## src/rtl/pipeline_sequencer.sv

```systemverilog
// Pipeline hazard sequencer: branch/jump redirect, load-use interlock and multi-cycle multiply stall.
// Control outputs are combinational from state and inputs; stall/flush statistics are registered.
module pipeline_sequencer #(
  parameter int unsigned MUL_LAT = 4
) (
  input  logic        clk,
  input  logic        rst_n,
  input  logic [4:0]  OpcodeID,
  input  logic [4:0]  OpCodeIDEXOUT,
  input  logic [4:0]  DirRegA,
  input  logic [4:0]  DirRegB,
  input  logic [4:0]  DirWriteIDEX,
  input  logic        WriteRegIDEX,
  input  logic [1:0]  Flags,
  output logic [1:0]  MuxDireccionPC,
  output logic        StallPC,
  output logic        StallIFID,
  output logic        StallIDEX,
  output logic        FlushIFID,
  output logic        BubbleIDEX,
  output logic        BubbleEXMEM,
  output logic        MulBusy,
  output logic [15:0] StallCount,
  output logic [7:0]  FlushCount
);

  if (MUL_LAT < 2 || MUL_LAT > 15) begin : g_bad_mul_lat
    $error("MUL_LAT must be in 2..15");
  end

  typedef enum logic {RUN = 1'b0, MULWAIT = 1'b1} state_t;

  localparam logic [4:0] OP_BR_A = 5'b10100;
  localparam logic [4:0] OP_BR_B = 5'b10101;
  localparam logic [4:0] OP_MUL  = 5'b10110;
  localparam logic [4:0] OP_LD_A = 5'b01010;
  localparam logic [4:0] OP_LD_B = 5'b01011;
  localparam logic [4:0] OP_JMP  = 5'b10011;
  localparam logic [3:0] MUL_CNT_INIT = 4'(MUL_LAT - 2);

  state_t      state_q, state_d;
  logic [3:0]  cnt_q, cnt_d;
  logic [15:0] stall_cnt_q, stall_cnt_d;
  logic [7:0]  flush_cnt_q, flush_cnt_d;

  logic branch_taken;
  logic load_use;

  assign branch_taken = ((OpCodeIDEXOUT == OP_BR_A) && (Flags == 2'b00 || Flags == 2'b10)) ||
                        ((OpCodeIDEXOUT == OP_BR_B) && (Flags == 2'b01));
  assign load_use = ((OpCodeIDEXOUT == OP_LD_A) || (OpCodeIDEXOUT == OP_LD_B)) && WriteRegIDEX &&
                    ((DirWriteIDEX == DirRegA) || (DirWriteIDEX == DirRegB));

  always_comb begin
    state_d        = state_q;
    cnt_d          = cnt_q;
    MuxDireccionPC = 2'b00;
    StallPC        = 1'b0;
    StallIFID      = 1'b0;
    StallIDEX      = 1'b0;
    FlushIFID      = 1'b0;
    BubbleIDEX     = 1'b0;
    BubbleEXMEM    = 1'b0;
    MulBusy        = 1'b0;
    case (state_q)
      RUN: begin
        if (branch_taken) begin
          MuxDireccionPC = 2'b10;
          FlushIFID      = 1'b1;
          BubbleIDEX     = 1'b1;
        end else if (OpCodeIDEXOUT == OP_MUL) begin
          StallPC     = 1'b1;
          StallIFID   = 1'b1;
          StallIDEX   = 1'b1;
          BubbleEXMEM = 1'b1;
          MulBusy     = 1'b1;
          state_d     = MULWAIT;
          cnt_d       = MUL_CNT_INIT;
        end else if (load_use) begin
          // A jump sitting in ID is held, not taken, and re-evaluates next cycle.
          StallPC    = 1'b1;
          StallIFID  = 1'b1;
          BubbleIDEX = 1'b1;
        end else if (OpcodeID == OP_JMP) begin
          MuxDireccionPC = 2'b01;
          FlushIFID      = 1'b1;
        end
      end
      MULWAIT: begin
        MulBusy = 1'b1;
        if (cnt_q != 4'd0) begin
          StallPC     = 1'b1;
          StallIFID   = 1'b1;
          StallIDEX   = 1'b1;
          BubbleEXMEM = 1'b1;
          cnt_d       = cnt_q - 4'd1;
        end else begin
          state_d = RUN;
        end
      end
      default: begin
        state_d = RUN;
        cnt_d   = 4'd0;
      end
    endcase
    // Outputs must read idle for the whole time reset is held, even mid-multiply.
    if (!rst_n) begin
      MuxDireccionPC = 2'b00;
      StallPC        = 1'b0;
      StallIFID      = 1'b0;
      StallIDEX      = 1'b0;
      FlushIFID      = 1'b0;
      BubbleIDEX     = 1'b0;
      BubbleEXMEM    = 1'b0;
      MulBusy        = 1'b0;
    end
  end

  always_comb begin
    stall_cnt_d = stall_cnt_q;
    flush_cnt_d = flush_cnt_q;
    if (StallPC && (stall_cnt_q != 16'hFFFF)) stall_cnt_d = stall_cnt_q + 16'd1;
    if ((MuxDireccionPC != 2'b00) && (flush_cnt_q != 8'hFF)) flush_cnt_d = flush_cnt_q + 8'd1;
  end

  always_ff @(posedge clk or negedge rst_n) begin
    if (!rst_n) begin
      state_q     <= RUN;
      cnt_q       <= 4'd0;
      stall_cnt_q <= 16'd0;
      flush_cnt_q <= 8'd0;
    end else begin
      state_q     <= state_d;
      cnt_q       <= cnt_d;
      stall_cnt_q <= stall_cnt_d;
      flush_cnt_q <= flush_cnt_d;
    end
  end

  assign StallCount = stall_cnt_q;
  assign FlushCount = flush_cnt_q;

endmodule
```

## config.mk

```make
export PLATFORM = sky130hd
export DESIGN_NAME = pipeline_sequencer
export DESIGN_NICKNAME = d
export VERILOG_FILES = /design/src/rtl/pipeline_sequencer.sv
export SDC_FILE = /design/constraint.sdc
export NUM_CORES = 1
export LEC_CHECK = 0
export CORE_MARGIN = 8
export CORE_UTILIZATION = 45
export DETAILED_ROUTE_END_ITERATION = 16
export MAX_ROUTING_LAYER = met4
export PLACE_DENSITY = 0.91
export RECOVER_POWER = 25
export SLEW_MARGIN = 20
export SYNTH_ARGS = -nofsm -noshare
export SYNTH_HDL_FRONTEND = slang
export SYNTH_SLANG_ARGS = --single-unit
```

## constraint.sdc

```tcl
create_clock -name clk -period 2.3 [get_ports clk]
set_input_delay 0.46 -clock clk [delete_from_list [all_inputs] [get_ports clk]]
set_output_delay 0.46 -clock clk [all_outputs]
set_load 0.01 [all_outputs]
```

Word level (Yosys, flattened, before mapping) --
Cells that the tools add are included.
Cells by class: bitwise operators 1, muxes and demuxes 32, add/sub/neg operators 3, eq/ne operators 15, reductions and logical operators 14
Operators by type and width (number):
- 1-bit two-way mux | 22
- 5-bit == test (second input constant) | 4
- 16-bit by 1-bit adder with 16-bit output (second input constant) | 1
- 16-bit inequality test (second input constant) | 1
- 4-bit two-way mux | 3
- 5-bit by 4-bit == test with 1-bit output (second input constant) | 2
- 5-bit == test | 2
- 8-bit by 1-bit adder with 8-bit output (second input constant) | 1
- 8-bit inequality test (second input constant) | 1
- 4-bit case mux with 2 select lines | 1
- 1-bit logical AND | 6
- 2-bit two-way mux | 3
- 1-bit case mux with 2 select lines | 3
- 1-bit logical OR | 4
- 2-bit inequality test (second input constant) | 2
- 4-bit nonzero test | 1
- 4-bit by 1-bit subtractor with 4-bit output (second input constant) | 1
- 3-bit AND reduction | 1
- 2-bit by 1-bit == test with 1-bit output (second input constant) | 1
- 2-bit == test (second input constant) | 1
- 2-bit zero test | 1
- 2-bit by 1-bit inequality test with 1-bit output (second input constant) | 1
- 2-bit nonzero test | 1
- 1-bit NOT | 1
Storage, ports and cells: bits of input ports 30, output and inout port bits 33, flip-flop bits (word level) 29, logic and storage cells 69

Longest topological paths before layout --
Gate-level depths: netlist of the first run.
word-level depth 11, gate-level depth with buffers 9, gate-level depth less buffers 8

Least setup slack after synthesis of the first run --
No wires, ideal clock.
kind in2out, from in OpCodeIDEXOUT[4], to out StallPC, stages on the path 6, arrival time 1.643 ns, path slack 0.197 ns, buffers on the path 1, required time 1.840 ns, path through nand4bb_1 nor4_1 a22o_2 nor2_2 nor2_1 buf_4
Between the ends: word-level cells in the longest chain between the ends 9, elaborated cells between the ends (all ways) 16, classes of those cells eq/ne: 5; mux: 5; reduce/logical: 6
Ends and longest elaborated chain:
- start: declaration | RTL line 9 | input logic [4:0] OpCodeIDEXOUT,
- 5-bit by 4-bit == test with 1-bit output | RTL line 51 | assign load_use = ((OpCodeIDEXOUT == OP_LD_A) || (OpCodeIDEXOUT == OP_LD_B)) && WriteRegIDEX &&
- 1-bit logical OR | RTL line 51
- 1-bit logical AND (2 in a row) | RTL line 51
- 1-bit two-way mux (2 in a row)
- 1-bit two-way mux (*)
- 1-bit case mux with 2 select lines (*)
- 1-bit two-way mux (*)
- end: declaration | RTL line 16 | output logic StallPC,
Mark *: on every way between the ends. The rest lies on a longest branch, timed or not.

Worst setup path in the final report of the first run --
from in DirWriteIDEX[1], to out FlushIFID
Between the ends: word-level cells in the longest chain between the ends 8, elaborated cells between the ends (all ways) 9, classes of those cells eq/ne: 2; mux: 5; reduce/logical: 2
Ends and longest elaborated chain:
- start: declaration | RTL line 12 | input logic [4:0] DirWriteIDEX,
- 5-bit == test | RTL line 52 | ((DirWriteIDEX == DirRegA) || (DirWriteIDEX == DirRegB));
- 1-bit logical OR (*) | RTL line 52
- 1-bit logical AND (*) | RTL line 51
- 1-bit two-way mux (*) | RTL line 79 | end else if (load_use) begin
- 1-bit two-way mux (*) | RTL line 71 | end else if (OpCodeIDEXOUT == OP_MUL) begin
- 1-bit two-way mux (*) | RTL line 67 | if (branch_taken) begin
- 1-bit two-way mux (*) | RTL line 65 | case (state_q)
- 1-bit two-way mux (*) | RTL line 107 | if (!rst_n) begin
- end: declaration | RTL line 19 | output logic FlushIFID,
Marked as above.

==> results of run 1 <==
==> cell families (layout without fill, tap and decap cells) <==
logic type               Yosys count  in the layout
AND/OR/NAND/NOR                   84             84
XOR/XNOR                          29             29
buffers and inverters              9            100
flip-flops                        29             29
AO/OA/AOI/OAI                     18             18
multiplexers                       6              6
adder cells (fa/ha/maj)            4              4
==> synthesized netlist by cell type, types with 2 or more instances <==
cell	n	area (um2)
nand4_1	3	18.77
buf_4	2	15.01
dfrtp_1	29	725.7
nand3_1	9	45.04
a31oi_1	2	12.51
and3_1	2	12.51
nor3_2	2	20.02
nor3_1	9	45.04
a21oi_1	3	15.01
inv_1	6	22.52
o21ai_0	2	10.01
nor3b_1	3	22.52
and2_1	2	12.51
nand2_1	18	67.56
mux2_1	3	33.78
xor2_1	23	201.4
nor4b_2	2	30.03
nor2_1	16	60.06
nand3b_1	2	15.01
ha_1	4	50.05
nor4_1	2	12.51
xnor2_1	6	52.55
mux2_4	2	30.03
==> final cells by class <==
cell class                      instances  area (um2)  share of cell area, %
Clock buffer                            7       96.34                  3.400
Clock inverter                          1       5.005                 0.1766
Inverter                                6       22.52                 0.7947
Multi-Input combinational cell        141        1144                  40.35
Sequential cell                        29       725.7                  25.61
Tap cell                               50       62.56                  2.208
Timing Repair Buffer                   86       778.2                  27.46
==> metal layers <==
layer / vias to the layer above / share of wire, % / GRT usage (%)
li1: 799 / - / -
met1: 831 / 41 / 19.45
met2: 50 / 53 / 28.04
met3: 7 / 4.8 / 3.604
met4: 0 / 1.4 / 4.630
met5: - / 0 / -
==> stage by stage <==
step	hold slack [ns]	setup TNS (ns)	worst slack [ns]
finish	0.5038	0	0.03762
global route	0.5367	-0.01121	-0.007651
CTS	0.5054	0	0.01177
detailed placement	0.4954	-7.612	-0.6174
global placement	0.4775	-5.762	-0.5673
floorplan	0.1644	0	0.1973
==> registers in the layout, summed over array words and instances, names as in the netlist <==
name        flops
FlushCount      8
StallCount     16
cnt_q           4
state_q         1
==> worst min path at each step <==
stage | startpoint | to | depth (start not counted)
detailed placement | StallCount[5]$_DFFE_PN0P_ | StallCount[5]$_DFFE_PN0P_ | 1
global placement | StallCount[5]$_DFFE_PN0P_ | StallCount[5]$_DFFE_PN0P_ | 1
global route | StallCount[13]$_DFFE_PN0P_ | StallCount[13]$_DFFE_PN0P_ | 1
floorplan | rst_n | FlushCount[0]$_DFFE_PN0P_ | 0
CTS | StallCount[5]$_DFFE_PN0P_ | StallCount[5]$_DFFE_PN0P_ | 1
finish | StallCount[5]$_DFFE_PN0P_ | StallCount[5]$_DFFE_PN0P_ | 1
==> placed cells by master (no fill, tap or decap), drive strengths merged, types with 3 or more instances in the layout <==
cell           Yosys  routed
a21oi              4       4
buf                3      28
clkbuf             0      10
clkdlybuf4s50      0      31
dfrtp             29      29
dlygate4sd2        0      18
dlymetal6s2s       0       3
ha                 4       4
inv                6       6
mux2               6       6
nand2             19      19
nand3              9       9
nand4              4       4
nor2              17      17
nor3              12      12
nor3b              4       4
nor4               3       3
nor4b              3       3
o21ai              3       3
xnor2              6       6
xor2              23      23
==> timing repair <==
action | CTS | global route
setup buffers | 2 | 1
resized for setup | 57 | 17
setup endpoints to repair | 10 | 8
pin swaps | 19 | 10
==> worst max-delay path, cell delays in order <==
cell           delay [ns]
dlygate4sd2_1        0.29
xor2_2               0.21
nor4_2               0.29
a22o_2               0.24
buf_6                0.12
o21bai_4             0.07
buf_6                0.12
==> power breakdown <==
group	leakage [uW]	switching (uW)	internal [uW]
registers	0.000378	143	620
clock network	0.0000542	192	270
logic	0.000909	376	450
total	0.00134	710	1340
==> flow_summary_export.csv, run 1 <==
group,metric,value,unit
power_and_ir_drop,total_power,2049,uW
global_route,grt_max_degree,24,
power_and_ir_drop,power.leakage,0.001341,uW
sta,slew_headroom,62.30,%
layout,fin_nets,303,
yosys,yosysWarnings,0,
sta,maxSlewViolCount,0,
yosys,synth-compound-area-share,8.149,%
global_route,grt_pass1_wl,8.176,mm
layout,fill_cells,287,
worst_setup_path,crit_path_end,"FlushIFID",
outcome,status,"completed",
clocking,tritoncts,"yes",
worst_setup_path,rr_endpoint,"StallCount[15]$_DFFE_PN0P_",
clocking,htree_levels,2,
route,route.detailed.drc,0,
placement,dp.cells,310,
yosys,ys_seq_elements,29,
yosys,synth-edff-count,0,
layout,design_area,0.002834,mm2
worst_setup_path,cp_data_arrival_time,1.80,ns
sta,period_needed,2.262,ns
route,ant_nets,0,
clocking,cts_hold_buf,0,
route,first_pass_iters,4,
floorplan,start_util,45.95,%
placement,hpwl,3.835,mm
worst_setup_path,cp-end-kind,"primary output",
sta,finalSetupViolations,0,
sta,hold_viol_final,0,
floorplan,rows,23,
worst_setup_path,startpoint,"DirWriteIDEX[1]",
route,vias,1687,
floorplan,ios,63,
layout,utilization,71.88,%
sta,fmax,442.0,MHz
sta,finalCritPeriodShare,98.36,%
power_and_ir_drop,ir_drop,0.0004757,V
worst_setup_path,crit_type,"in -> out",
route,vias_per_cell,5.272,
worst_setup_path,cp.required,1.84,ns
yosys,synthAdderAreaFrac,2.762,%
yosys,postSynthCellCount,179,
worst_setup_path,reg2reg_from,"cnt_q[0]$_DFFE_PN0P_",
sta,tightest_slew,0.5655,ns
global_route,antenna_found_initial,0,
yosys,synth_seq_area_share,40.06,%
yosys,synth_flop_cell,"dfrtp_1",
sta,fin_skew,0.003045,ns
clocking,clock-sinks,29,
worst_hold_path,min_path_type,"reg -> reg",
floorplan,die_w,79.45,um
floorplan,die_area,0.006312,mm2
yosys,synth_cell_type_count,50,
run,max_cap_violations,0,
worst_setup_path,rr_worst_depth,9,
yosys,synth_nets,213,
placement,postPlaceCellArea,0.002646,mm2
yosys,synthMuxAreaShare,4.144,%
layout,areaGrowthSynthToFinish,56.42,%
power_and_ir_drop,power_density,723.0,mW/mm2
clocking,insertion_delay,0.27,ns
worst_setup_path,ff2ff_setup_slack,0.11,ns
placement,gp_congestion,0.8166,
yosys,synth_top_family_by_area,"simple AND/OR/NAND/NOR gates",
layout,antenna_cells,0,
worst_setup_path,start_kind,"input port",
yosys,synth-simple-area-share,28.18,%
global_route,gr-total-overflow,0,
route,wire_per_inst,16.17,um
layout,layoutNonFillerInstCount,320,
placement,numPortBuffers,62,
global_route,first_global_vias,1704,
floorplan,coreArea,0.003943,mm2
yosys,postSynthAreaPerCell,10.12,um2
clocking,cts_buffers,5,
route,drt_iter0_markers,105,
yosys,synthesis.area,0.001812,mm2
yosys,async_reset_ff_share,100.0,%
clocking,clock_path_buffers,2,
yosys,synth_xor_area_share,14.02,%
clocking,cts.clk_slew.worst_paths,0.06,ns
clocking,root_buffer,"clkbuf_8",
worst_setup_path,path_max_fanout,4,
global_route,track_usage,16.65,%
layout,drive_above_1_share,28.52,%
floorplan,die_height,79.45,um
route,finalWirelength,5.173,mm
Power figures use the tool's default switching activity.
==> run 2, diff against run 1 <==
--- a/config.mk
+++ b/config.mk
@@ -5,8 +5,10 @@
 export SDC_FILE = /design/constraint.sdc
 export NUM_CORES = 1
 export LEC_CHECK = 0
+export CORE_ASPECT_RATIO = 0.9
 export CORE_MARGIN = 8
 export CORE_UTILIZATION = 45
+export CTS_CLUSTER_DIAMETER = 30
 export DETAILED_ROUTE_END_ITERATION = 16
 export MAX_ROUTING_LAYER = met4
 export PLACE_DENSITY = 0.91
==> run 2 against run 1 <==
  * Sequential cell count stayed put
  * Die area hardly changed
  * Final area is 1.5% lower
  * Wire length is 1.0% higher
==> flow_summary_export.csv, run 2 (synthesis gave the netlist of run 1 again) <==
group,metric,value,unit
outcome,status,"completed",
worst_setup_path,crit_path_end,"FlushIFID",
placement,hpwl,3.918,mm
clocking,clock-sinks,29,
worst_setup_path,rr_worst_depth,8,
worst_setup_path,rr_endpoint,"StallCount[15]$_DFFE_PN0P_",
sta,slew_headroom,44.74,%
clocking,cts_hold_buf,0,
layout,layout_commonest_cell,"clkdlybuf4s50_1",
clocking,root_buffer,"clkbuf_8",
floorplan,start_util,45.71,%
global_route,first_global_vias,1717,
worst_setup_path,path_max_fanout,4,
layout,antenna_cells,0,
sta,fmax,444.8,MHz
power_and_ir_drop,ir_drop,0.0004700,V
global_route,grt_pass1_wl,8.487,mm
layout,areaGrowthSynthToFinish,54.07,%
floorplan,ios,63,
route,route.detailed.drc,0,
worst_setup_path,path_depth,7,
floorplan,die_area,0.006315,mm2
sta,period_needed,2.248,ns
sta,finalSetupTns,0,ns
route,finalWirelength,5.226,mm
layout,layoutNonFillerInstCount,317,
global_route,track_usage,16.70,%
floorplan,coreArea,0.003964,mm2
worst_setup_path,crit_type,"in -> out",
power_and_ir_drop,power_frac_seq,38.4,%
route,vias_per_cell,5.435,
power_and_ir_drop,power_density,713.6,mW/mm2
sta,finalSetupViolations,0,
power_and_ir_drop,p_int,1290,uW
worst_setup_path,reg2reg_from,"cnt_q[1]$_DFFE_PN0P_",
worst_setup_path,ff2ff_setup_slack,0.16,ns
worst_setup_path,critPathSlowestCell,"nor4_2",
placement,numPortBuffers,62,
route,wire_per_inst,16.49,um
placement,postPlaceCellArea,0.002651,mm2
layout,most-common-layout-cells,"clkdlybuf4s50_1 (32), dfrtp_1 (29), buf_4 (22), nand2_1 (18), xor2_1 (17)",
clocking,clock_path_buffers,2,
worst_setup_path,start_kind,"input port",
route,vias,1723,
power_and_ir_drop,p_sw,702.2,uW
floorplan,die_w,82.89,um
floorplan,die_height,76.20,um
route,first_pass_iters,4,
worst_setup_path,crit_family,"buffers and inverters",
clocking,tritoncts,"yes",
clocking,cts.clk_slew.worst_paths,0.06,ns
worst_hold_path,min_path_type,"reg -> reg",
placement,dp.cells,309,
run,max_cap_violations,0,
clocking,cts_buffers,5,
layout,fin_nets,303,
worst_setup_path,path_cells,"dlygate4sd2_1, xor2_2, nor4_2, a22o_2, buf_4, o21bai_4, buf_6",
floorplan,rows,22,
worst_setup_path,cp_data_arrival_time,1.79,ns
layout,drive_above_1_share,28.25,%
worst_setup_path,worst-path-buf-inv,3,
route,drt_iter0_markers,71,
clocking,htree_levels,2,
sta,maxSlewViolCount,0,
worst_setup_path,cp.required,1.84,ns
layout,design_area,0.002791,mm2
worst_setup_path,startpoint,"DirRegA[3]",
global_route,antenna_found_initial,0,
power_and_ir_drop,power_frac_clock,21.1,%
sta,fin_ws,0.05160,ns
layout,utilization,70.42,%
global_route,grt_max_degree,17,
placement,post-place-ws,-0.6629,ns
layout,largest_reg_flops,16,
sta,tightest_slew,0.8288,ns
worst_setup_path,worst_path_largest_cell_delay,0.31,ns
power_and_ir_drop,switching_share,35.25,%
worst_setup_path,cp-end-kind,"primary output",
sta,hold_viol_final,0,
power_and_ir_drop,power.leakage,0.001307,uW
sta,finalCritPeriodShare,97.76,%
global_route,gr-total-overflow,0,
power_and_ir_drop,comb_power_share,40.6,%
placement,gp_congestion,0.8678,
sta,fin_skew,0.005869,ns
route,ant_nets,0,
clocking,insertion_delay,0.28,ns
-- run 2: cell count changes in the layout (fill, tap and decap cells not counted), moves of 2 or more --
| cell | change |
|---|---|
| dlygate4sd2_1 | -4 |
| clkbuf_2 | +2 |
| dlymetal6s2s_1 | -2 |
| clkdlybuf4s15_1 | +3 |
| buf_6 | -2 |
| buf_2 | +2 |
| clkbuf_1 | +2 |
| nor2_2 | -2 |
-- run 2: layer usage --
layer | GRT usage [%] | share of wire (%)
met1 | 19.02 | 40
met2 | 27.51 | 51
met3 | 3.953 | 5.4
met4 | 6.842 | 3.7
met5 | - | 0
-- run 2: through the flow --
step                power [uW]  hold slack, ns
CTS                       1988          0.4912
global route              2122          0.5290
global placement          1541          0.4759
finish                    1992          0.4957
detailed placement        1579          0.4836
floorplan                 1148          0.1644
-- run 2: layout make-up --
class,count,area (um2)
Multi-Input combinational cell,141,1151
Tap cell,48,60.06
Clock buffer,7,86.33
Inverter,6,22.52
Fill cell,296,1172
Sequential cell,29,725.7
Timing Repair Buffer,86,745.7
-- run 2: worst reg2reg max path, stage by stage, from the launching register on --
cell,delay (ns)
dfrtp_1,0.37
inv_1,0.09
ha_1,0.18
nor3b_1,0.16
a21bo_2,0.25
buf_4,0.14
or2_1,0.24
nor3b_1,0.25
mux2_1,0.35
-- run 2: worst min path at each step --
stage / start / endpoint / slack (ns) / cells past startpoint
after floorplan: rst_n / FlushCount[0]$_DFFE_PN0P_ / 0.16 / 0
after global placement: StallCount[5]$_DFFE_PN0P_ / StallCount[5]$_DFFE_PN0P_ / 0.48 / 1
after detailed placement: StallCount[5]$_DFFE_PN0P_ / StallCount[5]$_DFFE_PN0P_ / 0.48 / 1
after CTS: StallCount[5]$_DFFE_PN0P_ / StallCount[5]$_DFFE_PN0P_ / 0.49 / 1
after global routing: StallCount[9]$_DFFE_PN0P_ / StallCount[9]$_DFFE_PN0P_ / 0.53 / 1
final: StallCount[5]$_DFFE_PN0P_ / StallCount[5]$_DFFE_PN0P_ / 0.50 / 1
-- run 2: timing repair --
item / CTS / global route
gates resized for setup: 62 / 20
endpoints found under the setup margin: 10 / 9
buffers inserted: 1 / 2
pin swaps: 16 / 10
-- run 2: power groups by stage --
stage / Clock, uW / Combinational (uW) / Sequential, uW
detailed placement: 0 / 808 / 772
global route: 452 / 886 / 784
CTS: 425 / 801 / 763
finish: 419 / 808 / 765
global placement: 0 / 778 / 763
floorplan: 0 / 376 / 772
==> run 3, diff against run 2 <==
--- a/config.mk
+++ b/config.mk
@@ -7,11 +7,11 @@
 export LEC_CHECK = 0
 export CORE_ASPECT_RATIO = 0.9
 export CORE_MARGIN = 8
-export CORE_UTILIZATION = 45
-export CTS_CLUSTER_DIAMETER = 30
+export CORE_UTILIZATION = 30
+export CTS_CLUSTER_DIAMETER = 50
 export DETAILED_ROUTE_END_ITERATION = 16
 export MAX_ROUTING_LAYER = met4
-export PLACE_DENSITY = 0.91
+export PLACE_DENSITY = 0.68
 export RECOVER_POWER = 25
 export SLEW_MARGIN = 20
 export SYNTH_ARGS = -nofsm -noshare
==> run 3 against run 2 <==
  * Combinational power about the same
  * Wire length is 4.3% lower
  * Sequential cell count stayed put
  * Setup slack gained 0.0042 ns
  * Sequential share of layout area shrank 0.82 points
  * Clock-buffer cell count unchanged
  * Total power is 0.27% higher
  * Die area is 39% higher
  * Global-route usage is 4.9 points lower
  * Utilization shrank 22 points
  * Critical path type unchanged
  * Critical endpoint is now StallPC
  * Largest cell class unchanged
  * Largest power group unchanged
  * Highest routed layer unchanged
==> flow_summary_export.csv, run 3 (synthesis gave the netlist of run 1 again) <==
group,metric,value,unit
clocking,insertion_delay,0.27,ns
clocking,cts.clk_slew.worst_paths,0.06,ns
worst_setup_path,rr_worst_depth,8,
worst_hold_path,min_delay_path_depth,1,
worst_setup_path,path_cells,"clkdlybuf4s50_1, inv_2, nor4b_4, a22o_4, nor2_4, nor2_2, buf_2",
layout,layout_commonest_cell,"clkdlybuf4s50_1",
worst_setup_path,rr_endpoint,"StallCount[15]$_DFFE_PN0P_",
route,vias_per_cell,4.650,
sta,fmax,445.6,MHz
clocking,cts_buffers,5,
floorplan,ios,63,
clocking,tritoncts,"yes",
floorplan,coreArea,0.005979,mm2
floorplan,rows,27,
sta,tightest_slew,0.7479,ns
sta,hold_viol_final,0,
global_route,gr-total-overflow,0,
route,route.detailed.drc,0,
worst_setup_path,worst_path_largest_cell_delay,0.47,ns
power_and_ir_drop,power.leakage,0.001341,uW
floorplan,die_w,97.92,um
placement,post-place-ws,-0.6587,ns
placement,hpwl,3.889,mm
sta,fin_skew,0.004098,ns
global_route,grt_max_degree,18,
route,first_pass_iters,4,
layout,fill_cells,572,
layout,antenna_cells,0,
power_and_ir_drop,power_density,692.9,mW/mm2
layout,largest_reg_flops,16,
route,ant_nets,0,
outcome,status,"completed",
run,max_cap_violations,0,
layout,drive_above_1_share,28.10,%
worst_hold_path,min_from,"FlushCount[5]$_DFFE_PN0P_",
floorplan,die_height,89.73,um
global_route,track_usage,11.84,%
worst_setup_path,cp_data_arrival_time,1.78,ns
route,vias,1609,
clocking,htree_levels,2,
power_and_ir_drop,total_power,1997,uW
sta,finalSetupTns,0,ns
sta,fin_ws,0.05577,ns
sta,maxSlewViolCount,0,
placement,gp_congestion,0.7774,
layout,layoutNonFillerInstCount,346,
worst_setup_path,cp-end-kind,"primary output",
layout,fin_nets,308,
route,finalWirelength,5.002,mm
layout,areaGrowthSynthToFinish,59.12,%
global_route,first_global_vias,1705,
power_and_ir_drop,ir_drop,0.0003245,V
clocking,clock_path_buffers,2,
placement,dp.cells,333,
global_route,antenna_found_initial,0,
worst_setup_path,reg2reg_from,"cnt_q[0]$_DFFE_PN0P_",
layout,most-common-layout-cells,"clkdlybuf4s50_1 (33), dfrtp_1 (29), buf_4 (25), xor2_1 (20), nand2_1 (18)",
route,drt_iter0_markers,28,
placement,numPortBuffers,62,
worst_setup_path,critPathSlowestCell,"clkdlybuf4s50_1",
worst_setup_path,ff2ff_setup_slack,0.22,ns
worst_setup_path,path_max_fanout,4,
clocking,root_buffer,"clkbuf_8",
sta,period_needed,2.244,ns
floorplan,die_area,0.008785,mm2
global_route,grt_pass1_wl,8.321,mm
worst_setup_path,cp.required,1.84,ns
worst_hold_path,min_path_type,"reg -> reg",
worst_setup_path,start_kind,"input port",
worst_setup_path,crit_type,"in -> out",
floorplan,start_util,30.30,%
sta,finalSetupViolations,0,
sta,slew_headroom,50.14,%
clocking,clock-sinks,29,
worst_hold_path,holdPathEnd,"FlushCount[5]$_DFFE_PN0P_",
route,wire_per_inst,14.46,um
sta,finalCritPeriodShare,97.58,%
## run 3: through the flow
stage / util (%) / hold WS (ns) / area, um2
global placement: 44.84 / 0.4771 / 2681
floorplan: - / 0.1644 / 1812
detailed placement: 44.84 / 0.4867 / 2681
finish: 48.21 / 0.4939 / 2883
CTS: 47.19 / 0.4951 / 2821
global route: 48.21 / 0.5202 / 2883
## run 3: per-layer routing
| metal | GRT usage, % | routed length [um] |
|---|---|---|
| met1 | 13.06 | 2196 |
| met2 | 20.58 | 2581 |
| met3 | 3.390 | 177 |
| met4 | 2.724 | 46 |
| met5 | - | 0 |
## run 3: final cells by class
cell class	instances	area [um2]	area share, %
inverters	6	22.52	0.7813
repair buffers	91	810.8	28.13
well taps	72	90.09	3.125
multi-input cells	141	1147	39.80
clock buffers	7	86.33	2.995
flip-flops and latches	29	725.7	25.17
## run 3: critical path: cells and delay by family
kind                   cells  cell delay [ns]
AOI/OAI and AO/OA          1             0.21
buffers and inverters      3             0.68
and+or+nand+nor            3             0.43
## run 3: what timing repair did
item,4_1_cts,5_1_grt
endpoints found under the hold margin,0,0
hold buffers,0,0
gates resized for setup,60,17
buffers inserted,2,4
setup endpoints to repair,12,8
pin swaps,18,12
## run 3: report_power, final
group	total [uW]	switching [uW]	internal (uW)
combinational	811	368	444
clock	421	185	237
sequential	765	144	620
total	2000	697	1300
## run 3: how the worst max path moves through the flow
stage                            to              from  slack (ns)  cells after the start
final                       StallPC      WriteRegIDEX        0.06                      7
after global placement      StallPC  OpCodeIDEXOUT[4]       -0.60                      7
after global routing        StallPC      WriteRegIDEX       -0.01                      7
after floorplan             StallPC  OpCodeIDEXOUT[4]        0.20                      6
after CTS                 FlushIFID  OpCodeIDEXOUT[2]       0.003                      7
after detailed placement    StallPC  OpCodeIDEXOUT[4]       -0.66                      7
